$ cat src/rtl/tx_pkg.sv
// Shared definitions for the transmit side of the Request/Ack word link.
package tx_pkg;

    localparam int unsigned TX_DATA_WIDTH = 16;
    localparam int unsigned TX_DEPTH      = 16;
    localparam int unsigned TX_ADDR_WIDTH = 4;

    typedef enum logic [1:0] {
        IDLE    = 2'd0,
        FETCH   = 2'd1,
        DRIVE   = 2'd2,
        RELEASE = 2'd3
    } tx_state_t;

endpackage

$ cat src/rtl/transmitter_memory.sv
// Transmit word buffer: synchronous write port, registered read with enable.
module transmitter_memory
    import tx_pkg::*;
#(
    parameter int unsigned DATA_WIDTH = TX_DATA_WIDTH,
    parameter int unsigned DEPTH      = TX_DEPTH,
    parameter int unsigned ADDR_WIDTH = TX_ADDR_WIDTH
) (
    input  logic                  clk,
    input  logic                  Reset,
    input  logic                  i_write_enable,
    input  logic [ADDR_WIDTH-1:0] i_write_address,
    input  logic [DATA_WIDTH-1:0] i_write_data,
    input  logic                  i_read_enable,
    input  logic [ADDR_WIDTH-1:0] i_read_address,
    output logic [DATA_WIDTH-1:0] o_read_data
);

    logic [DATA_WIDTH-1:0] r_mem [DEPTH];
    logic [DATA_WIDTH-1:0] r_read_data;

    // Storage array; contents deliberately survive reset.
    always_ff @(posedge clk) begin
        if (i_write_enable) begin
            r_mem[i_write_address] <= i_write_data;
        end
    end

    // Registered read port.
    always_ff @(posedge clk or posedge Reset) begin
        if (Reset) begin
            r_read_data <= '0;
        end else if (i_read_enable) begin
            r_read_data <= r_mem[i_read_address];
        end
    end

    assign o_read_data = r_read_data;

endmodule

$ cat src/rtl/transmitter_control.sv
// Sends a host-preloaded block of words over the four-phase Request/Ack link.
module transmitter_control
    import tx_pkg::*;
#(
    parameter int unsigned DATA_WIDTH  = TX_DATA_WIDTH,
    parameter int unsigned DEPTH       = TX_DEPTH,
    parameter int unsigned ADDR_WIDTH  = TX_ADDR_WIDTH,
    parameter int unsigned ACK_TIMEOUT = 0
) (
    input  logic                  clk,
    input  logic                  Reset,
    input  logic                  LoadEnable,
    input  logic [ADDR_WIDTH-1:0] LoadAddress,
    input  logic [DATA_WIDTH-1:0] LoadData,
    input  logic                  Start,
    input  logic [ADDR_WIDTH:0]   Count,
    output logic [DATA_WIDTH-1:0] data,
    output logic                  Request,
    input  logic                  Ack,
    output logic                  Busy,
    output logic                  Done,
    output logic                  Error
);

    localparam int unsigned IW   = ADDR_WIDTH + 1;
    localparam int unsigned TO_W = (ACK_TIMEOUT < 2) ? 1 : $clog2(ACK_TIMEOUT);
    localparam logic [IW-1:0] DEPTH_W = IW'(DEPTH);

    tx_state_t             r_state;
    logic [IW-1:0]         r_index;
    logic [IW-1:0]         r_len;
    logic [TO_W-1:0]       r_to_cnt;
    logic [DATA_WIDTH-1:0] r_data;
    logic                  r_request;
    logic                  r_busy;
    logic                  r_done;
    logic                  r_error;

    logic [IW-1:0]         w_len;
    logic                  w_last;
    logic                  w_timeout;
    logic                  w_load_en;
    logic                  w_read_en;
    logic [DATA_WIDTH-1:0] w_rd_data;

    assign w_len     = (Count > DEPTH_W) ? DEPTH_W : Count;
    assign w_last    = (r_index == r_len - IW'(1));
    assign w_timeout = (ACK_TIMEOUT != 0) && (r_to_cnt == TO_W'(ACK_TIMEOUT - 1));
    assign w_load_en = LoadEnable && (r_state == IDLE);
    assign w_read_en = (r_state == FETCH);

    transmitter_memory #(
        .DATA_WIDTH (DATA_WIDTH),
        .DEPTH      (DEPTH),
        .ADDR_WIDTH (ADDR_WIDTH)
    ) u_mem (
        .clk             (clk),
        .Reset           (Reset),
        .i_write_enable  (w_load_en),
        .i_write_address (LoadAddress),
        .i_write_data    (LoadData),
        .i_read_enable   (w_read_en),
        .i_read_address  (r_index[ADDR_WIDTH-1:0]),
        .o_read_data     (w_rd_data)
    );

    // Transfer FSM with index, length and Ack-wait counters; all outputs registered.
    always_ff @(posedge clk or posedge Reset) begin
        if (Reset) begin
            r_state   <= IDLE;
            r_index   <= '0;
            r_len     <= '0;
            r_to_cnt  <= '0;
            r_data    <= '0;
            r_request <= 1'b0;
            r_busy    <= 1'b0;
            r_done    <= 1'b0;
            r_error   <= 1'b0;
        end else begin
            r_done <= 1'b0;
            case (r_state)
                IDLE: begin
                    if (Start) begin
                        r_len   <= w_len;
                        r_index <= '0;
                        r_error <= 1'b0;
                        if (w_len == '0) begin
                            r_done <= 1'b1;
                        end else begin
                            r_state <= FETCH;
                            r_busy  <= 1'b1;
                        end
                    end
                end
                FETCH: begin
                    r_state <= DRIVE;
                end
                DRIVE: begin
                    // First DRIVE cycle latches the fetched word and raises Request.
                    if (!r_request) begin
                        r_data    <= w_rd_data;
                        r_request <= 1'b1;
                        r_to_cnt  <= '0;
                    end else if (Ack) begin
                        r_request <= 1'b0;
                        r_to_cnt  <= '0;
                        r_state   <= RELEASE;
                    end else if (w_timeout) begin
                        r_request <= 1'b0;
                        r_error   <= 1'b1;
                        r_index   <= '0;
                        r_busy    <= 1'b0;
                        r_state   <= IDLE;
                    end else begin
                        r_to_cnt <= r_to_cnt + TO_W'(1);
                    end
                end
                RELEASE: begin
                    if (!Ack) begin
                        if (w_last) begin
                            r_done  <= 1'b1;
                            r_index <= '0;
                            r_busy  <= 1'b0;
                            r_state <= IDLE;
                        end else begin
                            r_index <= r_index + IW'(1);
                            r_state <= FETCH;
                        end
                    end else if (w_timeout) begin
                        r_error <= 1'b1;
                        r_index <= '0;
                        r_busy  <= 1'b0;
                        r_state <= IDLE;
                    end else begin
                        r_to_cnt <= r_to_cnt + TO_W'(1);
                    end
                end
                default: begin
                    r_state <= IDLE;
                end
            endcase
        end
    end

    assign data    = r_data;
    assign Request = r_request;
    assign Busy    = r_busy;
    assign Done    = r_done;
    assign Error   = r_error;

endmodule

$ cat config.mk
export PLATFORM = sky130hd
export DESIGN_NAME = transmitter_control
export DESIGN_NICKNAME = d
export VERILOG_FILES = /design/src/rtl/tx_pkg.sv /design/src/rtl/transmitter_memory.sv /design/src/rtl/transmitter_control.sv
export SDC_FILE = /design/constraint.sdc
export NUM_CORES = 1
export LEC_CHECK = 0
export BUFFER_PORTS_ARGS = -buffer_cell sky130_fd_sc_hd__buf_2
export CAP_MARGIN = 20
export CORE_MARGIN = 2
export CORE_UTILIZATION = 50
export CTS_CLUSTER_DIAMETER = 30
export DETAILED_ROUTE_END_ITERATION = 10
export GPL_TIMING_DRIVEN = 0
export PLACE_DENSITY = 0.69
export SYNTH_ARGS = -nofsm -noshare
export SYNTH_HDL_FRONTEND = slang
export SYNTH_HIERARCHICAL = 1
export SYNTH_SLANG_ARGS = --single-unit
$ cat constraint.sdc
create_clock -name clk -period 7.9 [get_ports clk]
set_input_delay 1.58 -clock clk [delete_from_list [all_inputs] [get_ports clk]]
set_output_delay 1.58 -clock clk [all_outputs]
set_load 0.05 [all_outputs]
# After elaboration in Yosys (flattened, before gate mapping)
# Memories as Yosys holds them, arrays and structs flattened. A register that Yosys moved wholly into a read port is not among the register bits.
# Index checks and enable logic that the tools add are counted.
word_totals:
  mem_bits_rw: 256
  in_bits: 30
  word_cells: 57
  register_bits: 31
  out_inout_bits: 20
  mem_count: 1
classes:
  add_sub_neg: 2
  bitwise: 1
  mux: 26
  n_lt_le_gt_ge: 1
  eq_ne: 10
  n_reduce_logical: 9
memory_table:
  columns: ["name", "words", "width", "rd", "rd_clocked_by_memory_dff", "write_ports", "line", "rtl"]
  rows:
  - ["u_mem.r_mem", 16, 16, 1, 1, 1, "transmitter_memory.sv:19", "logic [DATA_WIDTH-1:0] r_mem [DEPTH];"]
ops:
  columns: ["op", "n"]
  rows:
  - ["5-bit two-way mux", 4]
  - ["1-bit two-way mux", 13]
  - ["2-bit inequality test (second input constant)", 6]
  - ["2-bit two-way mux", 5]
  - ["5-bit case mux with 2 select lines", 1]
  - ["5-bit AND reduction", 2]
  - ["2-bit case mux with 4 select lines", 1]
  - ["5-bit by 1-bit adder with 5-bit output (second input constant)", 1]
  - ["5-bit == test", 1]
  - ["5-bit greater-than comparator (second input constant)", 1]
  - ["5-bit zero test", 1]
  - ["5-bit by 1-bit subtractor with 5-bit output (second input constant)", 1]
  - ["2-bit == test (second input constant)", 2]
  - ["1-bit case mux with 2 select lines", 2]
  - ["2-bit AND reduction", 2]
  - ["3-bit AND reduction", 1]
  - ["2-bit by 1-bit == test with 1-bit output (second input constant)", 1]
  - ["2-bit zero test", 1]
  - ["2-bit nonzero test", 1]
  - ["1-bit logical AND", 1]
  - ["1-bit inverter", 1]

# Logic depth before layout (Yosys ltp)
depth:
  word_depth: 6
  ltp_mapped: 7
  depth_no_buf: 7

# Cells and area by module
# Netlist, hierarchy kept.
modules_own_cells:
  columns: ["mod", "cells_each", "seq_area_each_um2", "n_inst", "area_per_inst_um2"]
  rows:
  - ["transmitter_memory", 453, 8087.8, 1, 10467.5]
  - ["transmitter_control", 135, 775.7, 1, 1544.0]

# Least setup slack after synthesis
# OpenSTA, ideal clock, no wires.
synth_path:
  path_kind: "input -> register"
  startpoint: "in LoadEnable"
  endpoint: "mem u_mem/r_mem[0][0] (netlist bit) (enable)"
  arrival_ns: 3.369
  path_buffers: 0
  t_required_ns: 7.491
  path_slack_ns: 4.121
  setup_ns: 0.409
  cell_stages: 3
  cell_sequence: "and2_1 -> or3b_2 -> nor3_1"
synth_via:
  elab_chain_len: 3
synth_lines:
  columns: ["item", "line", "rtl"]
  rows:
  - ["start: declaration", "transmitter_control.sv:12", "input logic LoadEnable,"]
  - ["1-bit logical AND", "transmitter_control.sv:49", "assign w_load_en = LoadEnable && (r_state == IDLE);"]
  - ["1-bit two-way mux", "transmitter_memory.sv:24", "if (i_write_enable) begin"]
  - ["1-bit two-way mux (not written as such)", "transmitter_memory.sv:25", "r_mem[i_write_address] <= i_write_data;"]
  - ["end: declaration", "transmitter_memory.sv:19", null]
# Every way passes these cells.

# Worst setup path after layout
layout_path:
  startpoint: "in LoadEnable"
  endpoint: "mem u_mem/r_mem[0][3] (netlist bit) (enable)"
layout_via:
  elab_chain_len: 3
layout_lines:
  columns: ["item", "line", "rtl"]
  rows:
  - ["1-bit logical AND", "transmitter_control.sv:49", null]
  - ["named net w_load_en", "transmitter_control.sv:42", "logic w_load_en;"]
  - ["1-bit two-way mux", "transmitter_memory.sv:24", null]
  - ["1-bit two-way mux (not written as such)", "transmitter_memory.sv:25", null]
# The timed path passes the listed nets, and every way through them passes these cells.

==> summary.md <==
| Metric | Value |
|---|---|
| Run status | complete, no violations |
| Critical path peak fanout | 9 |
| Final nets | roughly 750 |
| Die outline width | around 160 um |
| Endpoint of the lowest-slack register-to-register path | u_mem/r_mem[0][3] |
| Initial antenna violation count | 2 |
| Worst-case reg-to-reg path depth | 6 |
| Estimated wirelength of the detail-placed design | between 15 and 20 mm |
| Iteration count of the initial detailed-routing pass | 4 |
| Hold/Removal Path Class | reg2reg |
| Proportion of layout cells with a drive suffix above 1 | between 30% and 40% |
| Worst Slack Setup Final | ~4700 ps |
| Filler Cell Count | about 1600 |
| Crit-path cells | buf_2, and2_1, or3b_2, nor3_2, buf_6 |
| Drt total wl | roughly 25 mm |
| Total area of multi-input combinational cells | roughly 2900 um2 |
| Clock tree from TritonCTS | built |
| Setup repair after global routing missed its margin | no |
| Flip-flop and latch count after synthesis | around 300 |
| Static leakage power | about 0.005 uW |
| Slack of the worst reg-to-reg path | slightly below 5000 ps |
| Max-slew violation total from the final report | 0 |
| Number of failing hold endpoints at the final stage | 0 |
| Type of destination of the critical path | register |
| Worst setup SP type | input port |
| Required time reported for the critical path endpoint | 8140 ps |
| Floorplan die area | about 25000 um2 |
| Vias in the first global route | 6390 |
| Max-capacitance violation count | 0 |
| Setup bufs post-CTS | 0 |
| Number of ports placed on the die boundary | 50 |
| Net count after synthesis | approximately 630 |
| Post-layout min period | approximately 3200 ps |
| Wire length of the first global-routing pass | ~38 mm |
| Synthesized area divided by synthesized cell count | 20.4 um2 |
| Post-route ant nets | 0 |
| Summed negative setup slack over all endpoints | 0 ps |
| Launch instance of the worst register-to-register path | r_state[0] |
| Overall track demand over capacity in global routing | about a fifth |
| Synthesized instance count | about 600 |
| Mapped cell area | roughly 12000 um2 |
| Delay of the slowest cell on the worst path | 720 ps |
| Critical Path Sink | u_mem/r_mem[0][3] |
| Cell depth of the worst setup path | 5 |
| Power Density | ~370 nW/um2 |
| Pin count of the biggest net entering global routing | 25 |
| Clock-pin slew reported for the worst setup and hold paths after clock tree synthesis | 50 ps |
| Vertical die dimension | 159 um |
| Critical path type | in2reg |
| Weighted congestion at the end of routability-driven global placement | between 0.7 and 0.8 |
| Critical Path Slowest Stage Cell | nor3_2 |
| Number of remaining DRC errors | 0 |
| Clock tree sinks | roughly 300 |
| Kind of cell adding the most delay to the critical path | simple AND/OR/NAND/NOR gates |
| Starting Density | around half |
| Count of final setup violators | 0 |
| Portion of the post-synthesis area used by sequential elements | approximately three quarters |
| Worst ir drop on vdd | roughly 0.23 mV |
| Total area of sequential cells | approximately 8900 um2 |
| Worst setup path start | LoadEnable |
| Count of unique library cells instantiated by Yosys | 50 |
| Upper clock frequency limit | between 0.3 and 0.4 GHz |
| Minimum setup slack after placement | between 4000 and 5000 ps |
| Critical path data arrival time | roughly 3500 ps |
| Number of vias per cell after detailed routing | 5.79 |
| Core region area | 23500 um2 |
| Transition time of the tightest slew-check pin | between 900 and 1000 ps |
| Clock tree root driver cell | clkbuf_16 |
| IO buf count | 48 |
| Via Count | between 6000 and 7000 |
| Total overflow reported by the global router | 0 |
| Post-route cell area | around 15000 um2 |
| Drt wl/cell | between 20 and 25 um |
| Worst skew pair latency | between 500 and 600 ps |
| Share of flip-flops with an asynchronous set or reset | between 15 and 20% |
| Resized cells post-CTS | 0 |
| Clock buffer count from CTS | 52 |
| Number of rows in the core area | between 50 and 60 |
| Post-Place Cell Area | ~13000 um2 |
| Worst setup skew after layout | about 14 ps |
| Number of buffers inserted for hold repair after clock tree synthesis | 0 |
| Growth of design area from synthesis to finish | 22.4% |
| Headroom to the max-slew limit | between 30 and 40% |
| H-tree level count | 2 |
| Maximum root-to-sink buffer count | 3 |
| Fin crit share | approximately 41% |
| EDFF count, synth | about 260 |
| Drt initial violations | around 640 |
| Buffers plus inverters on the worst setup path | 2 |
| Commonest register cell after synthesis | edfxtp_1 |
| Warning count from the yosys run | 6 |
==> cell usage in the layout, fill, tap and decap left out, types with 4 or more instances in the layout <==
cell,n
nand3_1,4
mux4_1,9
o21ai_0,7
mux2i_1,16
nand2_1,15
nor2_1,18
mux2_2,18
o22ai_1,16
nand2b_1,9
buf_4,5
clkinv_1,4
nor2_2,12
dfrtp_1,47
a221oi_2,14
mux4_2,55
buf_8,11
clkinv_4,4
edfxtp_1,256
clkinvlp_4,5
nor3_2,4
inv_6,4
ha_1,7
bufinv_16,7
buf_6,12
inv_1,9
clkbuf_1,12
clkbuf_16,53
clkinv_2,8
buf_2,55
==> worst reg2reg max path, delay by kind of cell (launching register included) <==
kind / cells / cell delay [ps]
adder cells (fa/ha/maj): 1 / 270
buffers and inverters: 2 / 410
flip-flops: 1 / 400
AND/OR/NAND/NOR: 3 / 1620
==> kinds of logic (layout without fill, tap and decap cells) <==
group	count (synthesis)	in the layout	share of synthesized area, %
AOI/OAI and AO/OA	54	54	4.15
xor gates and xnor gates	6	6	0.438
adders and majority gates	7	7	0.729
buffers and inverters	39	199	2.26
DFF	303	303	73.8
muxes	98	98	15.3
other	1	2	0.0312
and+or+nand+nor	80	80	3.30
==> cells in the mapped netlist, types with 7 or more instances <==
cell type | count | share of area (%)
o22ai_1 | 16 | 0.83
o21ai_0 | 7 | 0.29
inv_1 | 9 | 0.28
mux2i_1 | 16 | 1.3
dfrtp_1 | 47 | 9.8
edfxtp_1 | 256 | 64
buf_2 | 7 | 0.29
mux4_2 | 55 | 10
nor2_1 | 30 | 0.94
ha_1 | 7 | 0.73
mux2_2 | 18 | 1.7
a221oi_2 | 14 | 1.7
nand2_1 | 15 | 0.47
mux4_1 | 9 | 2.0
nand2b_1 | 9 | 0.47
clkbuf_1 | 7 | 0.22
==> per-layer routing <==
| metal | routed length (um) | global-route usage, % |
|---|---|---|
| met3 | 1800 | 4.98 |
| met1 | 10400 | 27.2 |
| met5 | 7 | 0 |
| met4 | 472 | 5.74 |
| met2 | 12400 | 32.9 |
==> state kept, by name, indices dropped and copies added, names as in the netlist <==
signal,flops
Done,1
Request,1
data,16
u_mem/o_read_data,16
Busy,1
r_index,5
r_len,5
u_mem/r_mem,256
r_state,2
==> through the flow <==
| step | instances | total power [uW] | utilization, % | hold WS (ps) |
|---|---|---|---|---|
| floorplan | 588 | 2890 | - | 473 |
| global placement | 955 | 3190 | 53.7 | 477 |
| detailed placement | 973 | 3230 | 55.0 | 499 |
| CTS | 1067 | 5450 | 62.5 | 511 |
| global route | 1068 | 5630 | 62.5 | 524 |
| finish | 1068 | 5410 | 62.5 | 504 |
==> how the worst min path moves through the flow <==
stage | from | endpoint | slack, ps | depth (start not counted)
5_1_grt | data[10] | data[10] | 520 | 1
6_report | data[12] | data[12] | 500 | 1
4_1_cts | data[15] | data[15] | 510 | 1
3_5_place_dp | data[15] | data[15] | 500 | 1
3_3_place_gp | Busy | Busy | 480 | 2
2_1_floorplan | r_len[1] | r_len[1] | 470 | 2
==> layout make-up <==
class                   instances  share of cell area [%]
repair buffers                 66                    3.38
clock buffers                  58                    9.15
inverters                       9                   0.230
well taps                     319                    2.71
flip-flops and latches        303                    60.3
diodes                          1                  0.0170
plain buffers                  30                    1.62
multi-input cells             246                    19.9
clock inverters                36                    2.74
==> power breakdown <==
group | internal, uW | total [uW] | switching, uW
clock network | 1460 | 2210 | 753
registers | 1870 | 1960 | 88.4
logic | 491 | 1240 | 752
Power figures use the tool's default switching activity.
